===== config.mk =====
export PLATFORM = sky130hd
export DESIGN_NAME = conseq_run_detector
export DESIGN_NICKNAME = d
export VERILOG_FILES = /design/src/rtl/conseq_run_detector.sv
export SDC_FILE = /design/constraint.sdc
export NUM_CORES = 1
export LEC_CHECK = 0
export CAP_MARGIN = 20
export CELL_PAD_IN_SITES_DETAIL_PLACEMENT = 1
export CELL_PAD_IN_SITES_GLOBAL_PLACEMENT = 2
export CORE_MARGIN = 5
export CORE_UTILIZATION = 38
export CTS_CLUSTER_SIZE = 10
export DETAILED_ROUTE_END_ITERATION = 8
export DONT_BUFFER_PORTS = 1
export GPL_TIMING_DRIVEN = 0
export PLACE_DENSITY = 0.79
export SYNTH_ARGS = -nofsm -noshare
export SYNTH_HDL_FRONTEND = slang
export SYNTH_SLANG_ARGS = --single-unit

===== constraint.sdc =====
create_clock -name clk -period 3.5 [get_ports clk]
set_clock_uncertainty 0.1 [all_clocks]
set_input_delay 0.7 -clock clk [delete_from_list [all_inputs] [get_ports clk]]
set_output_delay 0.7 -clock clk [all_outputs]
set_load 0.01 [all_outputs]

===== src/rtl/conseq_run_detector.sv =====
// rtl/conseq_run_detector.sv - serial run detector for consecutive ones/zeros with event counter
module conseq_run_detector #(
    parameter int ONES_LEN  = 3,
    parameter int ZEROS_LEN = 2,
    parameter int OVERLAP   = 1,
    parameter int CNT_W     = 8,
    localparam int RW = $clog2(((ONES_LEN > ZEROS_LEN) ? ONES_LEN : ZEROS_LEN) + 1)
) (
    input  logic             clk,
    input  logic             reset_n,
    input  logic             en,
    input  logic             clear,
    input  logic             x,
    output logic             y_ones,
    output logic             y_zeros,
    output logic             y,
    output logic [RW-1:0]    run_len,
    output logic             det_pulse,
    output logic [CNT_W-1:0] det_count
);

    typedef enum logic [1:0] {IDLE, ONES, ZEROS} state_t;

    localparam logic [RW-1:0] ONES_THR  = RW'(ONES_LEN);
    localparam logic [RW-1:0] ZEROS_THR = RW'(ZEROS_LEN);
    localparam logic [RW-1:0] ONE       = RW'(1);

    state_t           state, state_nxt;
    logic [RW-1:0]    run_cnt, cnt_nxt;
    logic [CNT_W-1:0] count_nxt;
    logic [RW-1:0]    thr;
    logic             same;
    logic             det;

    always_ff @(posedge clk or negedge reset_n) begin
        if (!reset_n) begin
            state     <= IDLE;
            run_cnt   <= '0;
            det_pulse <= 1'b0;
            det_count <= '0;
        end else begin
            state     <= state_nxt;
            run_cnt   <= cnt_nxt;
            det_pulse <= det;
            det_count <= count_nxt;
        end
    end

    // det marks the edge on which run_cnt lands on its threshold
    always_comb begin
        state_nxt = state;
        cnt_nxt   = run_cnt;
        count_nxt = det_count;
        det       = 1'b0;
        thr       = x ? ONES_THR : ZEROS_THR;
        same      = (state == ONES && x) || (state == ZEROS && !x);
        if (clear) begin
            state_nxt = IDLE;
            cnt_nxt   = '0;
            count_nxt = '0;
        end else if (en) begin
            if (!same) begin
                state_nxt = x ? ONES : ZEROS;
                cnt_nxt   = ONE;
                det       = (thr == ONE);
            end else if (run_cnt < thr) begin
                cnt_nxt = run_cnt + ONE;
                det     = ((run_cnt + ONE) == thr);
            end else if (OVERLAP == 0) begin
                cnt_nxt = ONE;
                det     = (thr == ONE);
            end
            if (det && det_count != {CNT_W{1'b1}}) begin
                count_nxt = det_count + CNT_W'(1);
            end
        end
    end

    always_comb begin
        y_ones  = (state == ONES)  && (run_cnt == ONES_THR);
        y_zeros = (state == ZEROS) && (run_cnt == ZEROS_THR);
        y       = y_ones || y_zeros;
        run_len = run_cnt;
    end

endmodule


# Word level (Yosys, flattened, before mapping)
# Cells that the tools add are included.
[word_totals] ff_bits=13 latch_bits=0 ramBits=0 mem_bits_ro=0 output_inout_bits=14 memories=0
[classes] n_addsub=2 n_mul=0 div=0 order_cmp=1 eq_ne=9 n_shift=0 muxes=18 bitwise_logic=0 n_reduce_logical=13
[op_table] op="8-bit 2-to-1 mux" count=3
[op_table] op="2-bit 2-to-1 mux" count=8
[op_table] op="8-bit by 1-bit adder with 8-bit output (second input constant)" count=1
[op_table] op="8-bit != test (second input constant)" count=1
[op_table] op="1-bit 2-to-1 mux" count=7
[op_table] op="2-bit == test (second input constant)" count=3
[op_table] op="2-bit AND reduction" count=3
[op_table] op="1-bit logical AND" count=5
[op_table] op="2-bit by 1-bit == test with 1-bit output (second input constant)" count=2
[op_table] op="2-bit nonzero test" count=2
[op_table] op="3-bit by 2-bit != test with 1-bit output (second input constant)" count=1
[op_table] op="2-bit by 1-bit adder with 2-bit output (second input constant)" count=1
[op_table] op="2-bit == test" count=1
[op_table] op="1-bit logical OR" count=2
[op_table] op="2-bit < comparator" count=1
[op_table] op="2-bit != test (second input constant)" count=1
[op_table] op="1-bit zero test" count=1

# Longest topological paths before layout
# Gate-level depths: netlist of run 1.
[logic_depth] ltp_word=10 depth_mapped=7 depth_no_buf=6

# Least setup slack after synthesis of run 1
# Ideal clock, no wire load.
[synth_path] path_kind="in2reg" startpoint="input x" endpoint="register det_count[6]" setup_ns=0.140 t_arrival_ns=1.776 required_ns=3.260 slack_ns=1.485 cell_stages=6 path_buffers=1 cell_sequence="ha_1 -> inv_1 -> o2111ai_4 -> buf_2 -> o311ai_0 -> o41ai_1"
[synth_between] elab_chain_cells=9
[synth_rtl] element="start: declaration" line="13" rtl="input logic x,"
[synth_rtl] element="1-bit 2-to-1 mux / 1-bit zero test (equally long branches)" line="55, 56"
[synth_rtl] element="2-bit < comparator (tied with other cells)" line="66" rtl="end else if (run_cnt < thr) begin"
[synth_rtl] element="1-bit 2-to-1 mux / 1-bit logical OR (equally long branches)" line="66, 56"
[synth_rtl] element="1-bit 2-to-1 mux (*)" line="62" rtl="if (!same) begin"
[synth_rtl] element="1-bit 2-to-1 mux (*)" line="61" rtl="end else if (en) begin"
[synth_rtl] element="1-bit 2-to-1 mux (*)" line="57" rtl="if (clear) begin"
[synth_rtl] element="1-bit logical AND (*)" line="73" rtl="if (det && det_count != {CNT_W{1'b1}}) begin"
[synth_rtl] element="2-bit nonzero test (no line) (*)"
[synth_rtl] element="2-bit AND reduction (no line) (*)"
[synth_rtl] element="end signal: assignment" line="45" rtl="det_count <= count_nxt;"
[synth_rtl] element="end: declaration" line="19" rtl="output logic [CNT_W-1:0] det_count"
# Mark *: on every way between the ends. The rest lies on a longest branch, timed or not. The select of a mux whose other input is x is not followed.
# A chain may end at the register's enable or synchronous reset.

# Final worst setup path of run 1
[layout_path] startpoint="register run_cnt[0] (netlist: run_len[0])" endpoint="output y"
[layout_between] elab_chain_cells=3
[layout_rtl] element="start: declaration" line="29" rtl="logic [RW-1:0] run_cnt, cnt_nxt;"
[layout_rtl] element="start signal: assignment" line="43" rtl="run_cnt <= cnt_nxt;"
[layout_rtl] element="2-bit == test" line="81" rtl="y_zeros = (state == ZEROS) && (run_cnt == ZEROS_THR);"
[layout_rtl] element="1-bit logical AND" line="81"
[layout_rtl] element="named net y_zeros" line="15" rtl="output logic y_zeros,"
[layout_rtl] element="1-bit logical OR" line="82" rtl="y = y_ones || y_zeros;"
[layout_rtl] element="end: declaration" line="16" rtl="output logic y,"
# The timed path passes the listed nets, and every way through them passes these cells.

==> results of run 1 <==
-- kinds of logic (layout without fill, tap and decap cells) --
kind of cell    after synthesis  after routing
simple gates                 32             32
compound gates               23             23
buf+inv                       8             15
fa+ha+maj                     4              4
mux                           1              1
flops                        13             13
-- state kept, by name (all words and copies together), names as in the netlist --
name and flops:
state 2, det_count 8, run_len 2, det_pulse 1
-- routing by layer --
layer  routed length [um]  share of wire  GRT usage
met5                    0              0          0
met4                   12         0.0062     0.0364
met3                  130          0.067     0.0670
met2                  887           0.46      0.226
met1                  902           0.47      0.189
-- how the worst max path moves through the flow --
stage	endpoint	slack, ps	cells after the start
global placement	det_count[6]	1280	7
detailed placement	det_count[6]	1260	7
floorplan	det_count[6]	1480	6
global route	y	1030	4
finish	y	1100	4
CTS	y	1080	4
-- cell type report --
cell class	count	area share
Tap cell	27	0.0391
Sequential cell	13	0.376
Inverter	5	0.0217
Clock buffer	4	0.0304
Buffer	3	0.0145
Timing Repair Buffer	3	0.0347
Multi-Input combinational cell	60	0.483
-- power breakdown --
part	total, uW	switching (uW)	internal, uW
sequential	157	4.43	153
combinational	23.7	13.5	10.2
clock	92.1	47.9	44.2
-- timing repair --
action                                 4_1_cts  5_1_grt
hold buffers                                 2        1
endpoints found under the hold margin        4        6
setup buffers                                0        0
-- Yosys cell counts, drive strengths merged, types with 2 or more instances --
cell type,instances
nand2,5
or4,4
clkbuf,2
dfrtp,13
o31ai,5
nor2,6
a21oi,8
inv,5
nand3,3
or3,3
ha,4
or2,2
a211oi,2
and3b,2
o21ai,4
nand2b,2
-- stage by stage --
step	setup WS, ps	total power, uW	instance area [sq um]	util
6_report	1100	273	865	0.441
3_3_place_gp	1280	178	808	0.412
2_1_floorplan	1480	174	774	-
5_1_grt	1030	292	865	0.441
4_1_cts	1080	276	855	0.436
3_5_place_dp	1260	179	808	0.412
-- worst max-delay path, cell delays in order (launching register included) --
cell     delay, ps
dfrtp_1        450
inv_1          120
ha_1           220
and3b_1        210
or2_2          340
==> results.md, run 1 <==
* Outcome: finished, final reports clean
* Reg-to-Reg End: det_count[6]
* Synth Area in Compound Gates at 0.210
* Primary FF master, synth: dfrtp_1
* Placed cell count at between 100 and 150
* Starting Density at 0.395
* DR iter-0 viols at 6
* R2R depth at 7
* Crit start category: register
* CTS resizes at 0
* Crit path kind: register to primary output
* Clock latency on the worst-skew pair at 270 ps
* Peak supply drop at around 0.00016 V
* Multi-input logic area at ~420 sq um
* Max Fclk at 416 MHz
* Share of layout cells above drive strength 1 at 0.114
* Synthesized instance count at a little over 80
* Initial antenna violation count at 0
* Clock Tree Buf Depth at 2
* Most common cell after layout, fill and taps aside: dfrtp_1
* Total die area at between 0.003 and 0.004 sq mm
* Synth top area share at 0.420
* Gr usage total at 0.148
* CTS Sinks at 13
* Final nets at between 90 and 100
* Chip Height at ~55 um
* Clock tree root driver cell: clkbuf_4
* Final Hold Viols at 0
* HPWL Detailed at between 1 and 1.5 mm
* WL/cell at 16.8 um
* Vias in the first global route at approximately 650
* Core Box Area at 0.00196 sq mm
* Die X at about 55 um
* Setup TNS at 0 ps
* Yosys top cell by area: dfrtp_1
* First-pass GRT wire length at 3.10 mm
* Adder-Cell Fraction of Synth Area at 0.0646
* Worst Path Required at roughly 2700 ps
* Via-to-Cell Ratio at between 5 and 6
* Async S/R FF share, synth at 1.00
* Hold WC Path Type: input port to register
* Antenna Cells at 0
* Maxcap violations at 0
* Total gr overflow at 0
* CTS tree: built
* Syn_nets at 90
* CTS Buf Count at 3
* Largest net degree at the start of global routing at 11
* Hold depth at 1
* Drt total wl at 1.93 mm
* Synth area leaders: dfrtp_1 (42%), ha_1 (6.5%), a21oi_1 (5.2%)
* Period minus WS final at roughly 2400 ps
* Register Area at between 300 and 400 sq um
* Power per standard cell area at 316 mW/mm^2
* CP startpoint: run_len[0]
* DR vias at approximately 640
* Hold_sp: clear
* Main combinational cell family by area after synthesis: simple AND/OR/NAND/NOR gates
* Synth Area in Simple Gates at 0.252
* Leakage at 0.000343 uW
* Fin cells at approximately 120
* DR pass1 iterations at 3
* DR DRC count at 0
* Critical Path Sink Type: primary output
* GPL Wtd Cong at ~0.73
* Max_slew headroom at 0.694
* PortBufs at 0
* Post-synthesis register bit count at 13
* Slew Limit Fails at 0
* Number of fill cells at between 200 and 250
* Syn Area/Cell at 9.56 sq um
* RSZ-0062 raised after global routing: false
* Ports at 19
* Netlist Area Pre-Place at approximately 770 sq um
* Synth Warn # at 0
* Antenna Violating Nets Remaining at 0
* Multiplexer area fraction after synthesis at 0.0129
* Area growth syn-to-layout at 11.6%
* Tcrit/Tclk final at 0.686
* Crit path arrival time at between 1500 and 2000 ps
* Netlist cell types at 28
* H-tree depth at 1
* Worst slew pin tran at 459 ps
* Reg2Reg Setup Slack at 1270 ps
* Worst-path maximum fanout at 4
* Commonest cells after routing, fill and taps aside: dfrtp_1 (13), a21oi_1 (8), nor2_1 (6)
* Synth Area in XOR/XNOR at 0
* Sequential share of the synthesized area at 0.420
* Final setup viols at 0
* FF-to-FF Start: run_len[0]
* Hold Path Sink: run_len[0]
* Post-synth EDFFs at 0
* Worst hold margin at about 380 ps
* Clock transition at the registers of the reported paths at 70 ps
* Row count at 16
Power figures use the tool's default switching activity.
==> run 2, diff against run 1 <==
Settings changed: CORE_UTILIZATION 38 to 36, PLACE_DENSITY 0.79 to 0.76.
Clock period 3.5 ns to 2.25 ns, I/O delays scaled along.
==> run 2 against run 1 <==
Compared with the run above:
- register-to-register slack worse by 1100 ps
- total power is 55% higher
- critical path depth stayed put
- critical path type unchanged
==> results.md, run 2 (same netlist as run 1, synthesis figures left out) <==
* Final Hold Viols at 0 (unchanged)
* Worst hold margin at 120 ps (-261 ps)
* DR DRC count at 0 (unchanged)
* Die X at 56.4 um (+2.2%)
* Row count at 16 (unchanged)
* Hold Path Sink: run_len[0]
* Post-CTS Setup Inserts at 0 (unchanged)
* CTS Sinks at 13 (unchanged)
* Gr usage total at 0.134 (-0.0143)
* Ports at 19 (unchanged)
* Switching Fraction at 0.244 (+0.00280)
* Slew Limit Fails at 0 (unchanged)
* DR vias at 619 (-3.6%)
* FF-to-FF Start: run_len[0]
* Top sig layer: met4
* CTS Buf Count at 3 (unchanged)
* Area growth syn-to-layout at 10.3%
* Worst-path maximum fanout at 4 (unchanged)
* WL/cell at 16.1 um (-4.0%)
* HPWL Detailed at 1.36 mm (-0.93%)
* Peak supply drop at 0.000266 V (+68%)
* Logic pwr share at 0.081 (-0.006)
* Antenna Violating Nets Remaining at 0 (unchanged)
* Reg2Reg Setup Slack at 140 ps (-1130 ps)
* DR pass1 iterations at 4 (+1)
* Final setup viols at 0 (unchanged)
* Post-layout instance area at 855 sq um (-1.2%)
* Tcrit/Tclk final at 0.939
* Via-to-Cell Ratio at 5.48 (-1.9%)
* Outcome: finished, final reports clean
* Max_slew headroom at 0.596 (-0.0979)
* Hold depth at 1 (unchanged)
* Clock Power Share at 0.341 (+0.004)
* Total die area at 0.00318 sq mm (+4.5%)
* Starting Density at 0.387 (-0.00790)
* Placed cell count at 108 (unchanged)
* Antenna Cells at 0 (unchanged)
* Maxcap violations at 0 (unchanged)
* Leakage at 0.000339 uW (-1.4%)
* Core Box Area at 0.00200 sq mm (+2.0%)
* Period minus WS final at ~2100 ps
* Vias in the first global route at 647 (-0.92%)
* Met2 WL at 761 um (-14%)
* Largest net degree at the start of global routing at 14 (+3)
* CTS tree: built
* CP max stage cell: dfrtp_2
* Most common cell after layout, fill and taps aside: dfrtp_1
* Max Fclk at 473 MHz
* H-tree depth at 1 (unchanged)
* Hold_sp: clear
* Dpl cell area at 808 sq um (unchanged)
* Wl on met1 at 907 um (+0.55%)
* Fin cells at 113 (-1.7%)
* Crit path kind: register to primary output
* Reg-to-Reg End: det_count[5]
* Clock tree root driver cell: clkbuf_4
* Initial antenna violation count at 0 (unchanged)
* PortBufs at 0 (unchanged)
* GPL Wtd Cong at 0.731 (-0.22%)
* Clock latency on the worst-skew pair at 280 ps (about the same)
* Worst-path cell chain: inv_1 -> ha_1 -> and3b_1 -> or2_2
* Largest Register: det_count
* Crit start category: register
* Crit path largest cell delay at 420 ps (-30 ps)
* Chip Height at 56.4 um (+2.2%)
* Core occupancy in the finished layout at 0.427 (-0.0138)
* Final nets at 96 (-2.0%)
* R2R depth at 6 (-1)
* Worst slew pin tran at 604 ps (+145 ps)
* Switching power at 103 uW (+57%)
* Pre-CTS WS at 28.8 ps (-1230 ps)
* Power per standard cell area at 496 mW/mm^2 (+57%)
* Clock transition at the registers of the reported paths at 80 ps (about the same)
* Max FFs per register at 8 (unchanged)
* Share of layout cells above drive strength 1 at 0.163 (+0.0492)
* Crit path arrival time at 1560 ps (-40 ps)
* Flop pwr share at 0.578 (+0.002)
* Drt total wl at 1.82 mm (-5.6%)
* DR iter-0 viols at 6 (unchanged)
* Metal3 WL at 134 um (+3.1%)
* CP startpoint: run_len[0]
* Commonest cells after routing, fill and taps aside: dfrtp_1 (12), a21oi_1 (7), nor2_1 (6)
* First-pass GRT wire length at 3.35 mm (+8.2%)
* Critical Path Sink Type: primary output
* Clock Tree Buf Depth at 2 (unchanged)
* Fin worst setup slack at 136 ps (-961 ps)
* Hold WC Path Type: input port to register
* Worst Path Required at 1700 ps (-1000 ps)
* Cell-internal power at 320 uW (+55%)
* Total gr overflow at 0 (unchanged)
[run 2: routing by layer]
metal,up-vias,GRT usage
li1,307,-
met1,292,0.180
met2,16,0.189
met3,4,0.0619
met4,0,0.0407
met5,-,0
[run 2: worst max-delay path: cells and delay by family, from the launching register on]
family / cells / cell delay [ps]
adders and majority gates: 1 / 210
buffers and inverters: 1 / 100
DFF: 1 / 420
and+or+nand+nor: 2 / 550
[run 2: area by class of cell]
type	count	area, sq um
sequential	13	327
buffer	3	16.3
inverter	5	18.8
timing repair buffer	1	10.0
tap	27	33.8
multi-input combinational	60	423
fill	249	1150
clock buffer	4	26.3
[run 2: power by group through the flow]
stage	combinational, uW	sequential (uW)	clock, uW
CTS	34.6	245	150
finish	34.3	245	145
detailed placement	28.2	249	0
global route	39.8	246	165
global placement	27.3	249	0
floorplan	23.5	248	0
[run 2: worst max path at each step]
stage / slack [ps] / endpoint / cells after the start
floorplan: 240 / det_count[6] / 7
detailed placement: 30 / det_count[6] / 7
CTS: 40 / det_count[6] / 7
finish: 140 / y / 4
global placement: 60 / det_count[6] / 7
global route: -10 / det_count[1] / 6
[run 2: through the flow]
stage,setup TNS [ps],total power (uW)
finish,0,424
global route,-11.4,451
CTS,0,430
detailed placement,0,278
global placement,0,277
floorplan,0,271
[run 2: timing repair]
action / in CTS / in global routing
resized for setup: 1 / 7
endpoints found under the setup margin: 1 / 7
hold buffers: 1 / 0
hold endpoints to repair: 13 / 0
==> run 3, diff against run 2 <==
Settings changed: SLEW_MARGIN from default to 30.
==> results of run 3 <==
Final layout, timing and power as in run 2 (identical DEF).
